### config.mk
export PLATFORM = sky130hd
export DESIGN_NAME = instr_fetch_unit
export DESIGN_NICKNAME = d
export VERILOG_FILES = /design/src/rtl/instr_fetch_unit.sv
export SDC_FILE = /design/constraint.sdc
export NUM_CORES = 1
export LEC_CHECK = 0
export CORE_MARGIN = 3
export CORE_UTILIZATION = 35
export DETAILED_ROUTE_END_ITERATION = 6
export PLACE_DENSITY = 0.56
export SYNTH_ARGS = -nofsm -noshare
export SYNTH_HDL_FRONTEND = slang
export SYNTH_SLANG_ARGS = --single-unit
### constraint.sdc
create_clock -name clk -period 2.58 [get_ports clk]
set_input_delay 0.645 -clock clk [delete_from_list [all_inputs] [get_ports clk]]
set_output_delay 0.645 -clock clk [all_outputs]
set_load 0.02 [all_outputs]
### src/rtl/instr_fetch_unit.sv
// Front-end fetch stage: keeps the fetch PC, issues one memory request at a time, buffers bytes in a prefetch FIFO.
// Latency: ack in cycle N gives instr_valid in cycle N+1; at most one request every 2 cycles.
// Backpressure: a full FIFO (count == DEPTH) blocks new requests; a redirect flushes the FIFO and drops any in-flight return.
//
// Ports:
//   clk, reset            - clock; asynchronous active-high reset
//   imem_req/addr         - memory request, held with a stable address until imem_ack
//   imem_ack/data         - memory completion; data valid in the ack cycle
//   instr_valid/ready     - show-ahead FIFO head toward the core
//   instruction/instr_pc  - head byte and its address (0 when instr_valid is low)
//   redirect/redirect_pc  - branch taken: reload fetch PC and flush
//   halt                  - stops new requests; in-flight request still completes
//   fifo_count            - current FIFO occupancy
module instr_fetch_unit #(
    parameter int                ADDR_W   = 8,
    parameter int                DEPTH    = 4,
    parameter logic [ADDR_W-1:0] RESET_PC = '0
) (
    input  logic                     clk,
    input  logic                     reset,
    output logic                     imem_req,
    output logic [ADDR_W-1:0]        imem_addr,
    input  logic                     imem_ack,
    input  logic [7:0]               imem_data,
    output logic                     instr_valid,
    input  logic                     instr_ready,
    output logic [7:0]               instruction,
    output logic [ADDR_W-1:0]        instr_pc,
    input  logic                     redirect,
    input  logic [ADDR_W-1:0]        redirect_pc,
    input  logic                     halt,
    output logic [$clog2(DEPTH):0]   fifo_count
);

    localparam int PTR_W = $clog2(DEPTH);
    localparam int CNT_W = PTR_W + 1;
    localparam logic [CNT_W-1:0] DEPTH_C = CNT_W'(DEPTH);

    typedef enum logic [1:0] {
        ST_IDLE,
        ST_WAIT,
        ST_DISCARD
    } state_t;

    state_t             state_q;
    logic [ADDR_W-1:0]  fetch_pc_q;
    logic [ADDR_W-1:0]  addr_q;

    logic [7:0]         mem_instr_q [DEPTH];
    logic [ADDR_W-1:0]  mem_pc_q    [DEPTH];
    logic [PTR_W-1:0]   wr_ptr_q, wr_ptr_d;
    logic [PTR_W-1:0]   rd_ptr_q, rd_ptr_d;
    logic [CNT_W-1:0]   count_q, count_d;

    logic push;
    logic pop;
    logic start_req;

    // A return is only kept when it completes a live request and no redirect
    // is flushing the buffer in the same cycle.
    assign push = (state_q == ST_WAIT) && imem_ack && !redirect;
    assign pop  = instr_valid && instr_ready;

    // A redirect empties the FIFO this cycle, so space is guaranteed and the
    // count check is skipped.
    assign start_req = (state_q == ST_IDLE) && !halt &&
                       (redirect || (count_q < DEPTH_C));

    // Request FSM and fetch PC.
    always_ff @(posedge clk or posedge reset) begin
        if (reset) begin
            state_q    <= ST_IDLE;
            fetch_pc_q <= RESET_PC;
            addr_q     <= '0;
        end else begin
            case (state_q)
                ST_IDLE: begin
                    if (start_req) begin
                        state_q <= ST_WAIT;
                        // Fetch from the redirect target straight away when
                        // the redirect arrives in the launching cycle.
                        addr_q  <= redirect ? redirect_pc : fetch_pc_q;
                    end
                end
                ST_WAIT: begin
                    if (imem_ack) begin
                        state_q <= ST_IDLE;
                    end else if (redirect) begin
                        // The request cannot be withdrawn: keep it up and
                        // throw away whatever comes back.
                        state_q <= ST_DISCARD;
                    end
                end
                ST_DISCARD: begin
                    if (imem_ack) begin
                        state_q <= ST_IDLE;
                    end
                end
                default: state_q <= ST_IDLE;
            endcase

            if (redirect) begin
                fetch_pc_q <= redirect_pc;
            end else if (push) begin
                fetch_pc_q <= fetch_pc_q + ADDR_W'(1);
            end
        end
    end

    // FIFO pointer/count next-state; redirect wins over push and pop.
    always_comb begin
        wr_ptr_d = wr_ptr_q;
        rd_ptr_d = rd_ptr_q;
        count_d  = count_q;
        if (redirect) begin
            wr_ptr_d = '0;
            rd_ptr_d = '0;
            count_d  = '0;
        end else begin
            if (push) begin
                wr_ptr_d = wr_ptr_q + PTR_W'(1);
            end
            if (pop) begin
                rd_ptr_d = rd_ptr_q + PTR_W'(1);
            end
            if (push && !pop) begin
                count_d = count_q + CNT_W'(1);
            end else if (!push && pop) begin
                count_d = count_q - CNT_W'(1);
            end
        end
    end

    always_ff @(posedge clk or posedge reset) begin
        if (reset) begin
            wr_ptr_q <= '0;
            rd_ptr_q <= '0;
            count_q  <= '0;
        end else begin
            wr_ptr_q <= wr_ptr_d;
            rd_ptr_q <= rd_ptr_d;
            count_q  <= count_d;
        end
    end

    // Storage needs no reset: outputs are gated by the occupancy count.
    always_ff @(posedge clk) begin
        if (push) begin
            mem_instr_q[wr_ptr_q] <= imem_data;
            mem_pc_q[wr_ptr_q]    <= addr_q;
        end
    end

    assign imem_req    = (state_q == ST_WAIT) || (state_q == ST_DISCARD);
    assign imem_addr   = addr_q;
    assign instr_valid = (count_q != '0);
    assign instruction = instr_valid ? mem_instr_q[rd_ptr_q] : 8'h00;
    assign instr_pc    = instr_valid ? mem_pc_q[rd_ptr_q] : '0;
    assign fifo_count  = count_q;

endmodule

==> metrics.csv, run 1 <==
stage,metric,value,unit
critical_path,"Top cell by count, worst path",buf_4,
timing,worst slew pin tran,0.334,ns
yosys,Syn Nets,281,
timing,Final Hold Vio Count,0,
die,row count,37,
placed_design,RePlAce Congestion,0.742,
critical_path,crit-path cells,clkbuf_16 -> buf_4 -> mux4_2 -> and2b_1 -> buf_4,
route,wire per inst,15.6,µm
die,Die Span Y,111,µm
critical_path,R2R Path Start,state_q[1],
clocking,clock root cell,clkbuf_8,
grt,largest net degree at the start of global routing,35,
clocking,CTS tree,built,
timing,clock skew,0.00782,ns
clocking,"Reg clk slew, reported paths",0.09,ns
grt,first-pass GRT wire length,11800,µm
yosys,"FFs w/ async S/R, synth",0.281,
critical_path,CP required,1.93,ns
route,routed vias,2165,
power,combinational share of power,0.429,
power,Switching Share,0.348,
critical_path,slowest CP cell,mux4_2,
yosys,cell area after synthesis,3880,µm²
critical_path,R2R Setup Slk,0.44,ns
cells_and_area,filler instances,982,
critical_path,crit-path max cell delay,0.49,ns
power,internal power,3.37,mW
placed_design,Post-Place Cells,441,
die,Core ar.,10600,µm²
critical_path,Crit Path Class,register to output pin,
hold_path,hold path start,state_q[0],
clocking,H-tree Lvls,3,
critical_path,Bufs and invs on worst path,3,
critical_path,Worst Path Arrival,1.87,ns
clocking,TritonCTS Buffers,9,
critical_path,"Max FO, Critical Path",6,
timing,Peak Freq,397,MHz
yosys,cell count after synthesis,249,
cells_and_area,share of layout cells above drive strength 1,0.202,
critical_path,startpoint types,register,
power,Flop pwr share,0.389,
critical_path,Reg2Reg Capture Point,fifo_count[2],
cells_and_area,final cell count without fillers,462,
yosys,Yosys cell types,41,
power,leakage,1.78,nW
route,DRC Markers,0,
timing,setup TNS,0,ns
yosys,Synth Flop Type,edfxtp_1,
placed_design,Post-DP Area,4680,µm²
timing,fin. max-slew vios,0,
grt,antenna violations before repair,0,
hold_path,Worst Hold Endpoint,state_q[0],
cells_and_area,Area Growth Syn to Fin,26.2,%
cells_and_area,most frequent cells in the layout,"64 x edfxtp_1, 34 x clkdlybuf4s50_1, 24 x dfrtp_1, 16 x mux4_2, 15 x nor2_1",
power,clock power share,0.183,
critical_path,total stage count of the critical path,5,
timing,period utilisation layout,0.976,
route,Vias per Instance,4.69,
power,NetSw,1.80,mW
yosys,#FFs+latches synth,89,
power,power per cell area,1050,nW/µm²
timing,Period minus WS final,2.52,ns
hold_path,Hold Path Stages,1,
die,# IOs,51,
yosys,sequential element share of the synthesized area,0.657,
grt,Overflow after GRT,0,
timing,slew margin rel.,0.778,
grt,vias in the first global route,2228,
yosys,Synthesis Warnings,0,
clocking,Max clock buf depth,2,
run_status,outcome,"complete, no violations",
timing,setup violators final,0,
critical_path,R2R cell count,10,
clocking,clock latency on the worst-skew pair,0.35,ns
critical_path,Worst Setup End Kind,output pin,
clocking,CTS Sinks,89,
grt,Tot GR Track Use,0.122,
placed_design,PortBufs,50,
route,post-route antenna net violation count,0,
hold_path,Worst Hold Class,register to register,
power,Worst IR Drop VDD,577,µV
cells_and_area,n_diodes,0,
cells_and_area,Nets,353,
cells_and_area,"commonest non-fill, non-tap cell in the layout",edfxtp_1,
yosys,syn_area_per_cell,15.6,µm²
die,Die W,111,µm
run,Max-cap violations,0,
power,Final Power,5.16,mW
cells_and_area,post-route cell area,4900,µm²
timing,WHS,0.542,ns
die,Initial Utilization,0.368,
yosys,"EDFF count, synth",64,
die,die area,12400,µm²
route,drt first-iter violations,91,
critical_path,CP top delay family,multiplexers,
route,drt total wl,7230,µm
route,drt pass-1 iters,4,
worst max-delay path by stage:
stage                          to  slack [ns]   startpoint
floorplan           fifo_count[2]        0.41     redirect
global placement    fifo_count[2]        0.12  instr_ready
detailed placement  fifo_count[2]        0.08  instr_ready
CTS                   instr_pc[1]       -0.03  rd_ptr_q[0]
global route          instr_pc[7]      -0.005  rd_ptr_q[0]
finish                instr_pc[7]        0.06  rd_ptr_q[0]
cell usage after synthesis, types with 2 or more instances:
master	count	area, µm²
a21oi_1	2	10.0
a31oi_1	10	62.6
and2_1	5	31.3
and2b_1	4	30.0
buf_2	5	25.0
buf_6	2	22.5
dfrtp_1	25	626
edfxtp_1	64	1920
ha_1	9	113
inv_1	7	26.3
mux2i_1	3	30.0
mux4_2	16	360
nand2_1	14	52.6
nand2b_1	10	62.6
nand3_1	2	10.0
nor2_1	15	56.3
nor2b_1	12	75.1
nor3_1	2	10.0
o21ai_0	2	10.0
o21ai_1	8	40.0
xnor2_1	5	43.8
xor2_1	8	70.1
cells by family (layout without fill, tap and decap cells):
group	Yosys count	after routing	share of synthesized area
AOI/OAI and AO/OA	27	27	0.0455
xor gates and xnor gates	13	13	0.0293
adders and majority gates	10	10	0.0342
buffers and inverters	19	96	0.0287
DFF	89	89	0.657
muxes	20	20	0.104
and+or+nand+nor	71	71	0.102
cell type report:
| cell class | instances | area (µm²) | area share |
|---|---|---|---|
| Tap cell | 136 | 170 | 0.0347 |
| Inverter | 9 | 36.3 | 0.00741 |
| Clock inverter | 6 | 66.3 | 0.0135 |
| Timing Repair Buffer | 71 | 723 | 0.148 |
| Sequential cell | 89 | 2550 | 0.520 |
| Clock buffer | 10 | 128 | 0.0261 |
| Multi-Input combinational cell | 141 | 1230 | 0.250 |
per-stage QoR:
| stage | setup slack [ns] | utilization |
|---|---|---|
| after floorplan | 0.406 | - |
| after global placement | 0.122 | 0.443 |
| after detailed placement | 0.0755 | 0.443 |
| after CTS | -0.0290 | 0.461 |
| after global routing | -0.00487 | 0.464 |
| final | 0.0623 | 0.464 |
power by group through the flow:
stage / clock [mW] / combinational (mW) / sequential [mW]
CTS: 0.979 / 2.20 / 2.01
global placement: 0 / 2.27 / 2.03
finish: 0.943 / 2.21 / 2.01
global route: 1.04 / 2.41 / 2.05
detailed placement: 0 / 2.28 / 2.04
floorplan: 0 / 1.26 / 2.08
routing by layer:
layer	GRT usage	up-vias	wire, µm
li1	-	1059	-
met1	0.161	1052	3430
met2	0.192	44	3370
met3	0.0415	10	337
met4	0.0316	0	89
met5	0	-	0
timing repair:
item,CTS,global route
endpoints found under the setup margin,16,3
hold buffers,0,0
resized for setup,38,10
pin swaps,0,0
buffers inserted,4,0
gates cloned,0,1
hold endpoints to repair,0,0
sequential cells by signal, indices dropped and copies added (netlist names):
register     flops
fetch_pc_q       8
fifo_count       3
imem_addr        8
mem_instr_q     32
mem_pc_q        32
rd_ptr_q         2
state_q          2
wr_ptr_q         2
(Power assumes the default switching activity.)
==> run 2, diff against run 1 <==
--- a/config.mk
+++ b/config.mk
@@ -5,6 +5,7 @@
 export SDC_FILE = /design/constraint.sdc
 export NUM_CORES = 1
 export LEC_CHECK = 0
+export CAP_MARGIN = 10
 export CORE_MARGIN = 3
 export CORE_UTILIZATION = 35
 export DETAILED_ROUTE_END_ITERATION = 6
==> results of run 2 <==
Final layout, timing and power as in run 1 (identical DEF).
==> run 3, diff against run 2 <==
--- a/config.mk
+++ b/config.mk
@@ -8,8 +8,10 @@
 export CAP_MARGIN = 10
 export CORE_MARGIN = 3
 export CORE_UTILIZATION = 35
+export CTS_CLUSTER_SIZE = 20
 export DETAILED_ROUTE_END_ITERATION = 6
 export PLACE_DENSITY = 0.56
 export SYNTH_ARGS = -nofsm -noshare
 export SYNTH_HDL_FRONTEND = slang
 export SYNTH_SLANG_ARGS = --single-unit
+export TNS_END_PERCENT = 100
==> results of run 3 <==
Final layout, timing and power as in run 1 (identical DEF).
